### src/rtl/dp_requant_packer_pkg.sv
// Shared types and constants for the requantize-and-pack output stage of the dot-product engine.
package dp_requant_packer_pkg;

    localparam int unsigned REQ_IN_WORD  = 32;
    localparam int unsigned REQ_OUT_WORD = 8;
    localparam int unsigned REQ_LANES    = 4;
    localparam int unsigned REQ_CNT_W    = 16;

    typedef struct packed {
        logic                 start;
        logic                 clear;
        logic [4:0]           shift;
        logic [REQ_CNT_W-1:0] count;
    } ctrl_requant_t;

    typedef struct packed {
        logic                 done;
        logic [REQ_CNT_W-1:0] elem_cnt;
    } flags_requant_t;

    typedef enum logic [1:0] {
        RQ_IDLE,
        RQ_RUN,
        RQ_DONE
    } rq_state_e;

    // Byte strobe covering lanes 0..last_lane inclusive.
    function automatic logic [REQ_LANES-1:0] lane_strb(input logic [1:0] last_lane);
        lane_strb = '0;
        for (int unsigned i = 0; i < REQ_LANES; i++) begin
            if (i <= 32'(last_lane)) lane_strb[i] = 1'b1;
        end
    endfunction

endpackage

### src/rtl/dp_requant_packer_lane.sv
// Combinational requantizer: rounding arithmetic right shift then unsigned saturation to OUT_WORD bits.
module dp_requant_lane #(
    parameter int unsigned IN_WORD  = 32,
    parameter int unsigned OUT_WORD = 8
) (
    input  logic [IN_WORD-1:0]  x_i,
    input  logic [4:0]          shift_i,
    output logic [OUT_WORD-1:0] q_o
);

    localparam logic signed [IN_WORD:0] QMAX = (IN_WORD+1)'((1 << OUT_WORD) - 1);

    logic signed [IN_WORD:0] x_ext;
    logic signed [IN_WORD:0] rnd;
    logic signed [IN_WORD:0] sum;
    logic signed [IN_WORD:0] y;

    // One extra bit so x + rounding bias can never wrap.
    always_comb begin
        x_ext = {x_i[IN_WORD-1], x_i};
        rnd   = '0;
        if (shift_i != '0) rnd = (IN_WORD+1)'(1) << (shift_i - 5'd1);
        sum = x_ext + rnd;
        y   = sum >>> shift_i;
        if (y < 0)         q_o = '0;
        else if (y > QMAX) q_o = '1;
        else               q_o = y[OUT_WORD-1:0];
    end

endmodule

### src/rtl/dp_requant_packer.sv
// Requantizes the 32-bit result stream to bytes and packs four per output beat, with strobes on a tile's final partial beat.
module dp_requant_packer
    import dp_requant_packer_pkg::*;
#(
    parameter int unsigned IN_WORD  = REQ_IN_WORD,
    parameter int unsigned OUT_WORD = REQ_OUT_WORD,
    parameter int unsigned LANES    = REQ_LANES,
    parameter int unsigned CNT_W    = REQ_CNT_W
) (
    input  logic                      clk_i,
    input  logic                      rst_ni,
    input  logic                      test_mode_i,
    input  logic                      res_valid_i,
    input  logic [IN_WORD-1:0]        res_data_i,
    output logic                      res_ready_o,
    output logic                      pk_valid_o,
    output logic [LANES*OUT_WORD-1:0] pk_data_o,
    output logic [LANES-1:0]          pk_strb_o,
    input  logic                      pk_ready_i,
    input  ctrl_requant_t             ctrl_i,
    output flags_requant_t            flags_o
);

    localparam int unsigned LANE_W = $clog2(LANES);
    localparam int unsigned PACK_W = LANES * OUT_WORD;

    rq_state_e            state_q, state_d;
    logic [LANE_W-1:0]    lane_q, lane_d;
    logic [CNT_W-1:0]     cnt_q, cnt_d;
    logic [PACK_W-1:0]    pack_q, pack_d;
    logic                 vld_q, vld_d;
    logic [PACK_W-1:0]    data_q, data_d;
    logic [LANES-1:0]     strb_q, strb_d;

    logic [OUT_WORD-1:0]  q;
    logic [PACK_W-1:0]    pack_new;
    logic                 in_hs, out_hs, last, beat_done;
    logic                 unused_test_mode;

    assign unused_test_mode = test_mode_i;

    dp_requant_lane #(
        .IN_WORD  (IN_WORD),
        .OUT_WORD (OUT_WORD)
    ) i_lane (
        .x_i     (res_data_i),
        .shift_i (ctrl_i.shift),
        .q_o     (q)
    );

    always_comb begin
        state_d  = state_q;
        lane_d   = lane_q;
        cnt_d    = cnt_q;
        pack_d   = pack_q;
        vld_d    = vld_q;
        data_d   = data_q;
        strb_d   = strb_q;

        res_ready_o = (state_q == RQ_RUN) & (~vld_q | pk_ready_i);
        in_hs       = res_valid_i & res_ready_o;
        out_hs      = vld_q & pk_ready_i;
        last        = (cnt_q == ctrl_i.count - 1'b1);
        beat_done   = in_hs & ((lane_q == LANE_W'(LANES - 1)) | last);

        pack_new = pack_q;
        pack_new[lane_q*OUT_WORD +: OUT_WORD] = q;

        if (out_hs) vld_d = 1'b0;

        if (in_hs) begin
            pack_d = pack_new;
            lane_d = lane_q + 1'b1;
            cnt_d  = cnt_q + 1'b1;
            if (beat_done) begin
                vld_d  = 1'b1;
                data_d = pack_new;
                strb_d = lane_strb(lane_q);
                lane_d = '0;
                pack_d = '0;
            end
            if (last) state_d = RQ_DONE;
        end

        // clear outranks start, and both discard any input accepted this cycle.
        if (ctrl_i.start) begin
            cnt_d   = '0;
            lane_d  = '0;
            pack_d  = '0;
            vld_d   = 1'b0;
            state_d = (ctrl_i.count == '0) ? RQ_DONE : RQ_RUN;
        end
        if (ctrl_i.clear) begin
            cnt_d   = '0;
            lane_d  = '0;
            pack_d  = '0;
            vld_d   = 1'b0;
            state_d = RQ_IDLE;
        end
    end

    always_ff @(posedge clk_i or negedge rst_ni) begin
        if (!rst_ni) begin
            state_q <= RQ_IDLE;
            lane_q  <= '0;
            cnt_q   <= '0;
            pack_q  <= '0;
            vld_q   <= 1'b0;
            data_q  <= '0;
            strb_q  <= '0;
        end else begin
            state_q <= state_d;
            lane_q  <= lane_d;
            cnt_q   <= cnt_d;
            pack_q  <= pack_d;
            vld_q   <= vld_d;
            data_q  <= data_d;
            strb_q  <= strb_d;
        end
    end

    assign pk_valid_o       = vld_q;
    assign pk_data_o        = data_q;
    assign pk_strb_o        = strb_q;
    assign flags_o.done     = (state_q == RQ_DONE);
    assign flags_o.elem_cnt = cnt_q;

endmodule

### config.mk
export PLATFORM = sky130hd
export DESIGN_NAME = dp_requant_packer
export DESIGN_NICKNAME = d
export VERILOG_FILES = /design/src/rtl/dp_requant_packer_pkg.sv /design/src/rtl/dp_requant_packer_lane.sv /design/src/rtl/dp_requant_packer.sv
export SDC_FILE = /design/constraint.sdc
export NUM_CORES = 1
export LEC_CHECK = 0
export CAP_MARGIN = 40
export CORE_UTILIZATION = 58
export CTS_CLUSTER_DIAMETER = 100
export DETAILED_ROUTE_END_ITERATION = 7
export PLACE_DENSITY = 0.92
export SETUP_SLACK_MARGIN = 0.2
export SKIP_LAST_GASP = 1
export SLEW_MARGIN = 20
export SYNTH_ARGS = -nofsm -noshare
export SYNTH_HDL_FRONTEND = slang
export SYNTH_SLANG_ARGS = --single-unit
### constraint.sdc
create_clock -name clk_i -period 3.2 [get_ports clk_i]
set_input_delay 0.32 -clock clk_i [delete_from_list [all_inputs] [get_ports clk_i]]
set_output_delay 0.32 -clock clk_i [all_outputs]
set_load 0.02 [all_outputs]
==> out/results.tsv, run 1 <==
stage	metric	value	unit
outcome	outcome	did not finish	
outcome	stopping stage	5_1_grt	
outcome	First Err	[ERROR GRT-0116] Global routing finished with congestion. Check the congestion regions in the DRC Viewer.	
floorplanning	Die Y	130.3	um
yosys	register area share after synthesis	23.32	%
yosys	Synth Area in Adders	5.581	%
yosys	Synth Area in Compound Gates	31.00	%
place	Cell Area, Placed	0.01358	mm^2
yosys	Synth Instances	1212	
global_routing	grt total ovfl	770	
place	GP Congestion	1.119	
clock_network	CTS Root Cell	clkbuf_16	
yosys	YS warnings	0	
place	placed wire-length estimate	34.81	mm
global_routing	first-pass GRT wire length	117.9	mm
yosys	Syn Nets	1314	
yosys	largest family of logic cells by synthesized area	compound AO/OA/AOI/OAI gates	
clock_network	# clock sinks	89	
clock_network	clk buf depth	2	
yosys	number of flops mapped to enable cells by yosys	0	
yosys	Avg Inst Size Synth	7.880	um^2
yosys	Async SR Flop Fraction	100.0	%
yosys	Post-Synth Simple-Gate Area	25.59	%
clock_network	H-tree depth	3	
floorplanning	DIE WIDTH	130.3	um
global_routing	pin count of the biggest net entering global routing	45	
yosys	Synth Register Bits	89	
place	port bufs	113	
place	placed cell count	1793	
yosys	Distinct cells, synth	93	
floorplanning	Core Rows	46	
yosys	most common flop cell mapped by yosys	dfrtp_1	
global_routing	number of global-route vias before repair	18323	
floorplanning	Top-Level Pins	115	
yosys	mux cell area share after synthesis	4.310	%
clock_network	CTS Buf Count	9	
yosys	post-synthesis xor/xnor area fraction	5.489	%
yosys	synthesized area	0.009550	mm^2
global_routing	Total GRT Usage	91.55	%
floorplanning	Initial Util	59.69	%
## per-stage QoR
step	setup WS (ns)	util, %
after floorplan	-1.378	-
after global placement	-2.159	84.90
after detailed placement	-2.840	84.90
after CTS	-1.495	95.03
## cells in the mapped netlist, types with 20 or more instances
master	n	area [um^2]
a211oi_1	20	150.1
nor2_1	118	442.9
ha_1	41	513.0
dfrtp_1	89	2227
nor3_1	34	170.2
nand3_1	40	200.2
clkbuf_1	54	202.7
nand2b_1	39	244.0
mux2i_1	22	220.2
o221ai_2	24	360.4
o21ai_0	47	235.2
xnor2_1	35	306.5
inv_1	22	82.58
xor2_1	23	201.4
nand4_1	23	143.9
a21oi_1	68	340.3
a22o_1	35	306.5
nand2_1	143	536.8
## metal layers
layer / track usage, % / GRT overflow
met5: 39.12 / 1
met4: 101.7 / 188
met3: 72.61 / 19
met2: 114.1 / 546
met1: 85.71 / 16
## what timing repair did
action,4_1_cts
pin swaps,104
endpoints found under the hold margin,42
hold buffers,1
buffers inserted,46
gates resized for setup,192
endpoints found under the setup margin,73
gates cloned,8
## cells by family after synthesis
| group | Yosys count |
|---|---|
| other | 1 |
| AO/OA/AOI/OAI | 386 |
| adder cells (fa/ha/maj) | 42 |
| buffers and inverters | 108 |
| XOR/XNOR | 59 |
| AND/OR/NAND/NOR | 493 |
| multiplexers | 34 |
| flip-flops | 89 |
==> inputs of run 2 (changes only) <==
CORE_UTILIZATION = 40   (was 58)
CTS_CLUSTER_DIAMETER = not set   (was 100)
PLACE_DENSITY = not set   (was 0.92)
PLACE_DENSITY_LB_ADDON = 0.15   (was not set)
SETUP_SLACK_MARGIN = not set   (was 0.2)
==> out/results.tsv, run 2 <==
stage	metric	value	unit	change
yosys	number of flops mapped to enable cells by yosys	0		unchanged
timing	final hold vios	12		
floorplanning	Core Rows	56		+22%
detailed_routing	DRC Markers	0		
yosys	Synth Register Bits	89		unchanged
setup_path	Worst path max stage delay	0.44	ns	
job	Max Cap Viol	0		
setup_path	CP endpoint kind	flop		
yosys	most common flop cell mapped by yosys	dfrtp_1		
yosys	most instantiated library cell after synthesis	nand2_1		
finish	Ant. Diodes	0		
setup_path	worst path bufs/invs	9		
floorplanning	Top-Level Pins	115		unchanged
detailed_routing	met2 wire length	19.87	mm	
place	placed wire-length estimate	31.44	mm	-9.7%
detailed_routing	DRT Pass-1 Iters	5		
clock_network	# clock sinks	89		unchanged
finish	area grow syn2layout	61.34	%	
detailed_routing	WL per Instance	21.05	um	
outcome	outcome	finished with violations		
yosys	largest family of logic cells by synthesized area	compound AO/OA/AOI/OAI gates		
finish	Core Util, Final	65.65	%	
detailed_routing	DRT Wirelength	41.60	mm	
global_routing	grt total ovfl	0		
timing	max-slew violation count	0		
setup_path	Worst EP arrival	4.86	ns	
yosys	list of most frequent post-synthesis cells	nand2_1, nor2_1, dfrtp_1		
yosys	Syn Nets	1314		unchanged
detailed_routing	DRT iter0 DRCs	959		
yosys	Synth Instances	1212		unchanged
yosys	Avg Inst Size Synth	7.880	um^2	unchanged
timing	Period minus WS final	4.618	ns	
yosys	Synth Area in Compound Gates	31.00	%	unchanged
detailed_routing	Post-DRT Antenna Nets	0		
yosys	Distinct cells, synth	93		unchanged
detailed_routing	met3 WL post-DR	2.502	mm	
power	worst vdd ir	0.2041	mV	
finish	register area	0.002227	mm^2	
yosys	Yosys top cell by area	dfrtp_1		
timing	final hold slack	-0.01150	ns	
power	clock share of power	29.1	%	
yosys	post-synthesis xor/xnor area fraction	5.489	%	unchanged
setup_path	CP delay by family, top	simple AND/OR/NAND/NOR gates		
finish	fraction of layout instances using a drive strength above 1	40.43	%	
yosys	Async SR Flop Fraction	100.0	%	unchanged
yosys	mux cell area share after synthesis	4.310	%	unchanged
finish	Final Net Count	1755		
floorplanning	Die Y	156.5	um	+20%
finish	area of the multi-input gates	0.008065	mm^2	
place	GP Congestion	1.020		-8.8%
finish	non-filler instance count after layout	1976		
yosys	Post-Synth Simple-Gate Area	25.59	%	unchanged
timing	count of final setup violators	70		
timing	unrepaired setup endpoints after global routing	yes		
yosys	Synth Area in Adders	5.581	%	unchanged
detailed_routing	vias per cell	5.991		
setup_path	Most common cell on crit path	buf_4		
setup_path	Critical-path top delay cell	or4_4		
clock_network	Clk pin slew, worst setup/hold paths	0.07	ns	
power	P_leak	6.472	nW	
power	internal power	2.460	mW	
yosys	Yosys top cell area share	23.32	%	unchanged
power	Reg power frac	30.2	%	
setup_path	Worst Path Max Fanout	8		
clock_network	CTS Root Cell	clkbuf_16		
yosys	synthesized area	0.009550	mm^2	unchanged
setup_path	CP Launch Type	input pin		
global_routing	Total GRT Usage	33.28	%	
finish	leading cell type in the layout, fill and taps excluded	buf_4		
yosys	YS warnings	0		unchanged
timing	FMAX	0.2166	GHz	
floorplanning	Initial Util	40.69	%	-19 points
power	combinational power share	40.8	%	
setup_path	Crit Path Class	in2reg		
global_routing	pin count of the biggest net entering global routing	51		
finish	layout filler cell count	2013		
power	Cell Pwr Density	243.8	mW/mm^2	
clock_network	TritonCTS clock tree	built		
timing	Worst Tran Pin Value	0.8059	ns	
clock_network	clk buf depth	2		unchanged
yosys	register area share after synthesis	23.32	%	unchanged
global_routing	number of global-route vias before repair	11167		
clock_network	H-tree depth	3		unchanged
power	Sw Ratio	34.53	%	
detailed_routing	met1 WL	17.83	mm	
place	port bufs	113		unchanged
timing	clk_skew	0.01147	ns	
yosys	ranking of synthesized cells by area	dfrtp_1, nand2_1, ha_1		
detailed_routing	via count	11839		
power	Net Sw Power	1.297	mW	
timing	setup ws final	-1.418	ns	
timing	Final period util	144.3	%	
min_path	worst hold path type	in2async		
finish	most frequent cells in the layout	buf_4, nand2_1, clkdlybuf4s50_1		
place	placed cell count	1918		+7.0%
detailed_routing	top layer in use	met4		
clock_network	CTS Buf Count	9		unchanged
floorplanning	CORE AREA	0.02347	mm^2	
outcome	failing checks	negative hold slack, negative setup slack		
floorplanning	die area	0.02450	mm^2	
timing	Rel. slew slack	45.98	%	
global_routing	first-pass GRT wire length	63.01	mm	
global_routing	initial antenna violation count	0		
setup_path	Crit path required time	3.44	ns	
floorplanning	DIE WIDTH	156.5	um	+20%
clock_network	later-pin clock latency in the skew report	0.35	ns	
[run 2: cell counts after synthesis]
Identical to the previous run, type by type.
[run 2: area by class of cell]
class | count | area share [%]
clock buffers | 9 | 1.462
well taps | 319 | 2.590
repair buffers | 513 | 28.08
multi-input cells | 1016 | 52.34
inverters | 24 | 0.6334
flip-flops and latches | 89 | 14.45
clock inverters | 6 | 0.4385
[run 2: worst paths after layout]
check / startpoint / endpoint / slack, ns / cells after the start
worst max-delay path: ctrl_i[16] / pack_q[5]$_DFFE_PN0P_ / -1.42 / 25
worst min-delay path: rst_ni / pk_data_o[25]$_DFFE_PN0P_ / -0.01 / 1
worst max register to register: cnt_q[2]$_DFFE_PN0P_ / pack_q[8]$_DFFE_PN0P_ / -0.03 / 15
worst min register to register: pk_strb_o[0]$_DFFE_PN0P_ / pk_strb_o[0]$_DFFE_PN0P_ / 0.47 / 1
max in group asynchronous: rst_ni / pk_data_o[11]$_DFFE_PN0P_ / 2.46 / 2
min in group clk_i: pk_strb_o[0]$_DFFE_PN0P_ / pk_strb_o[0]$_DFFE_PN0P_ / 0.47 / 1
[run 2: per-stage QoR]
| stage | hold slack [ns] | cell area, um^2 | total power [mW] | setup WS, ns | setup TNS, ns |
|---|---|---|---|---|---|
| floorplan | 0.02441 | 10130 | 1.834 | -1.378 | -88.09 |
| global placement | 0.3797 | 13810 | 2.485 | -2.755 | -178.11 |
| detailed placement | 0.3802 | 13810 | 2.491 | -2.697 | -174.60 |
| CTS | 0.004330 | 14480 | 3.625 | -1.769 | -112.77 |
| global route | 0.02333 | 15410 | 3.903 | -1.552 | -97.55 |
| finish | -0.01150 | 15410 | 3.757 | -1.418 | -88.62 |
[run 2: layer usage]
metal	vias up	track usage, %
met5	-	0
met4	0	10.64
li1	5503	-
met3	101	4.016
met1	5725	45.06
met2	510	54.89
[run 2: kinds of logic after synthesis]
logic type / after synthesis
other cells: 1
mux: 34
buf+inv: 108
simple gates: 493
xor+xnor: 59
compound gates: 386
fa+ha+maj: 42
flops: 89
[run 2: power by group through the flow]
stage          Sequential [mW]  Combinational, mW  Clock (mW)
2_1_floorplan             1.16              0.679           0
3_3_place_gp              1.15               1.33           0
3_5_place_dp              1.15               1.34           0
4_1_cts                   1.13               1.40        1.09
5_1_grt                   1.13               1.63        1.14
6_report                  1.13               1.53        1.09
[run 2: timing repair]
action                     4_1_cts  5_1_grt
pin swaps                       30       62
hold buffers                     0        0
setup endpoints to repair       73       73
gates resized for setup         59      178
gates cloned                     2        3
setup buffers                   21       29
Note: power is estimated with default switching activity, not from simulation.
==> inputs of run 3 (changes only) <==
CELL_PAD_IN_SITES_DETAIL_PLACEMENT = 1   (was not set)
CELL_PAD_IN_SITES_GLOBAL_PLACEMENT = 2   (was not set)
CORE_UTILIZATION = 34   (was 40)
GPL_ROUTABILITY_DRIVEN = 1   (was not set)
==> out/results.tsv, run 3 (synthesis gave the netlist of run 2 again) <==
stage	metric	value	unit	change
clock_network	Clk pin slew, worst setup/hold paths	0.08	ns	about the same
clock_network	H-tree depth	3		unchanged
setup_path	Crit Path Class	in2reg		
setup_path	worst path bufs/invs	8		-1
timing	FMAX	0.2050	GHz	-5.3%
floorplanning	CORE AREA	0.02725	mm^2	+16%
power	combinational power share	44.4	%	+3.6 points
finish	fraction of layout instances using a drive strength above 1	45.55	%	+5.1 points
power	Reg power frac	28.2	%	-2.0 points
outcome	failing checks	negative setup slack		
global_routing	first-pass GRT wire length	75.40	mm	+20%
finish	leading cell type in the layout, fill and taps excluded	buf_4		
finish	Final Cell Area	0.01665	mm^2	+8.1%
finish	layout filler cell count	3106		+54%
setup_path	CP delay by family, top	compound AO/OA/AOI/OAI gates		
floorplanning	Top-Level Pins	115		unchanged
global_routing	grt total ovfl	0		unchanged
clock_network	later-pin clock latency in the skew report	0.35	ns	about the same
timing	setup ws final	-1.678	ns	-0.2602 ns
power	clock share of power	27.4	%	-1.7 points
setup_path	Worst path max stage delay	0.49	ns	+0.05 ns
finish	most frequent cells in the layout	buf_4, nand2_1, clkdlybuf4s50_1		
timing	max-slew violation count	0		unchanged
place	Cell Area, Placed	0.01410	mm^2	+2.1%
setup_path	CP Launch Type	input pin		
floorplanning	Die Y	169.6	um	+8.4%
setup_path	Worst Path Max Fanout	5		-3
finish	Ant. Diodes	0		unchanged
setup_path	CP endpoint kind	flop		
detailed_routing	DRT Wirelength	52.58	mm	+26%
finish	Final Net Count	1816		+3.5%
timing	Setup TNS	-102.02	ns	-13.40 ns
clock_network	# clock sinks	89		unchanged
global_routing	initial antenna violation count	0		unchanged
power	P_leak	6.992	nW	+8.0%
clock_network	clk buf depth	2		unchanged
power	Cell Pwr Density	241.2	mW/mm^2	-1.1%
power	worst vdd ir	0.2264	mV	+11%
detailed_routing	DRC Markers	0		unchanged
detailed_routing	WL per Instance	25.15	um	+19%
detailed_routing	DRT Pass-1 Iters	7		+2
setup_path	Critical-path top delay cell	mux4_2		
place	port bufs	113		unchanged
finish	register area	0.002227	mm^2	unchanged
floorplanning	Initial Util	35.05	%	-5.6 points
global_routing	Total GRT Usage	34.18	%	+0.90 points
min_path	worst hold path type	in2async		
setup_path	Crit path required time	3.48	ns	+0.04 ns
setup_path	Worst EP arrival	5.15	ns	+0.29 ns
power	internal power	2.512	mW	+2.1%
timing	count of final setup violators	73		+4.3%
finish	area grow syn2layout	74.35	%	
detailed_routing	via count	12744		+7.6%
place	placed wire-length estimate	36.36	mm	+16%
clock_network	CTS Root Cell	clkbuf_16		
detailed_routing	DRT iter0 DRCs	1108		+16%
floorplanning	Core Rows	60		+7.1%
power	Sw Ratio	37.47	%	+2.9 points
clock_network	TritonCTS clock tree	built		
timing	final hold vios	0		-12
finish	area of the multi-input gates	0.008517	mm^2	+5.6%
global_routing	pin count of the biggest net entering global routing	63		+24%
place	GP Congestion	0.9839		-3.5%
timing	Worst Tran Pin Value	0.7295	ns	-0.07635 ns
job	Max Cap Viol	0		unchanged
floorplanning	DIE WIDTH	169.6	um	+8.4%
setup_path	Most common cell on crit path	buf_6		
floorplanning	die area	0.02876	mm^2	+17%
timing	Period minus WS final	4.878	ns	+0.2602 ns
setup_path	critical path cell sequence	buf_8, buf_12, buf_8, nor2_4, nand2_4, buf_6, nor2_4, ha_4, buf_6, a31o_1, a221o_1, mux2i_2, o41ai_4, or3_4, mux4_2, buf_6, a2111o_1, o211ai_1, nor4_4, clkbuf_16, o211a_4, buf_4, nand3_4, a22o_1		
outcome	outcome	finished with violations		
detailed_routing	Post-DRT Antenna Nets	0		unchanged
timing	unrepaired setup endpoints after global routing	yes		
clock_network	CTS Buf Count	9		unchanged
power	Net Sw Power	1.505	mW	+16%
timing	Rel. slew slack	51.10	%	+5.1 points
timing	clk_skew	0.01432	ns	+0.002856 ns
global_routing	number of global-route vias before repair	12763		+14%
timing	Final period util	152.4	%	+8.1 points
detailed_routing	vias per cell	6.095		+1.7%
[run 3: changes by cell type in the layout (fill, tap and decap cells not counted), moves of 6 or more]
cell	before	now
nand2_1	122	115
nand2_4	5	14
buf_6	17	36
buf_12	8	15
buf_4	374	404
nor2_4	10	16
[run 3: power groups by stage]
stage | Sequential [mW] | Clock [mW] | Combinational (mW)
final | 1.13 | 1.10 | 1.78
after global routing | 1.13 | 1.14 | 1.86
after CTS | 1.13 | 1.09 | 1.56
after detailed placement | 1.16 | 0 | 1.42
after global placement | 1.15 | 0 | 1.40
after floorplan | 1.16 | 0 | 0.679
[run 3: metrics by stage]
step | hold WS (ns) | instances | total power, mW | setup WS (ns) | util (%)
after floorplan | 0.02441 | 1212 | 1.834 | -1.378 | -
after global placement | 0.4485 | 1996 | 2.552 | -2.678 | 51.75
after detailed placement | 0.4601 | 1996 | 2.575 | -2.749 | 51.75
after CTS | 0.09028 | 2060 | 3.791 | -1.509 | 57.51
after global routing | 0.3377 | 2091 | 4.137 | -1.730 | 61.10
final | 0.3272 | 2091 | 4.017 | -1.678 | 61.10
[run 3: repair_timing]
| action | 4_1_cts | 5_1_grt |
|---|---|---|
| buffers inserted | 42 | 30 |
| hold buffers | 0 | 1 |
| endpoints found under the hold margin | 0 | 6 |
| pin swaps | 80 | 68 |
| resized for setup | 221 | 142 |
| endpoints found under the setup margin | 73 | 73 |
| gates cloned | 6 | 0 |
[run 3: final timing paths]
check,depth (start not counted),slack [ns],start,to
hold reg to reg,2,0.49,pk_data_o[31]$_DFFE_PN0P_,pk_data_o[31]$_DFFE_PN0P_
setup reg to reg,12,0.05,cnt_q[2]$_DFFE_PN0P_,pk_data_o[16]$_DFFE_PN0P_
max in group asynchronous,4,2.05,rst_ni,pack_q[14]$_DFFE_PN0P_
hold / removal,2,0.33,rst_ni,pk_strb_o[0]$_DFFE_PN0P_
setup / recovery,24,-1.68,ctrl_i[16],pack_q[9]$_DFFE_PN0P_
min in group clk_i,2,0.49,pk_data_o[31]$_DFFE_PN0P_,pk_data_o[31]$_DFFE_PN0P_
[run 3: area by class of cell]
class | count | share of cell area (%)
inverters | 24 | 0.6011
multi-input cells | 1016 | 51.15
well taps | 372 | 2.795
clock inverters | 7 | 0.4208
clock buffers | 9 | 1.353
flip-flops and latches | 89 | 13.38
repair buffers | 574 | 30.31
[run 3: routing by layer]
layer,track usage [%],part of all wire (%),up-vias
li1,-,-,5622
met1,46.28,43,6427
met2,55.54,47,566
met3,4.827,5.9,129
met4,11.48,3.8,0
met5,0,0,-
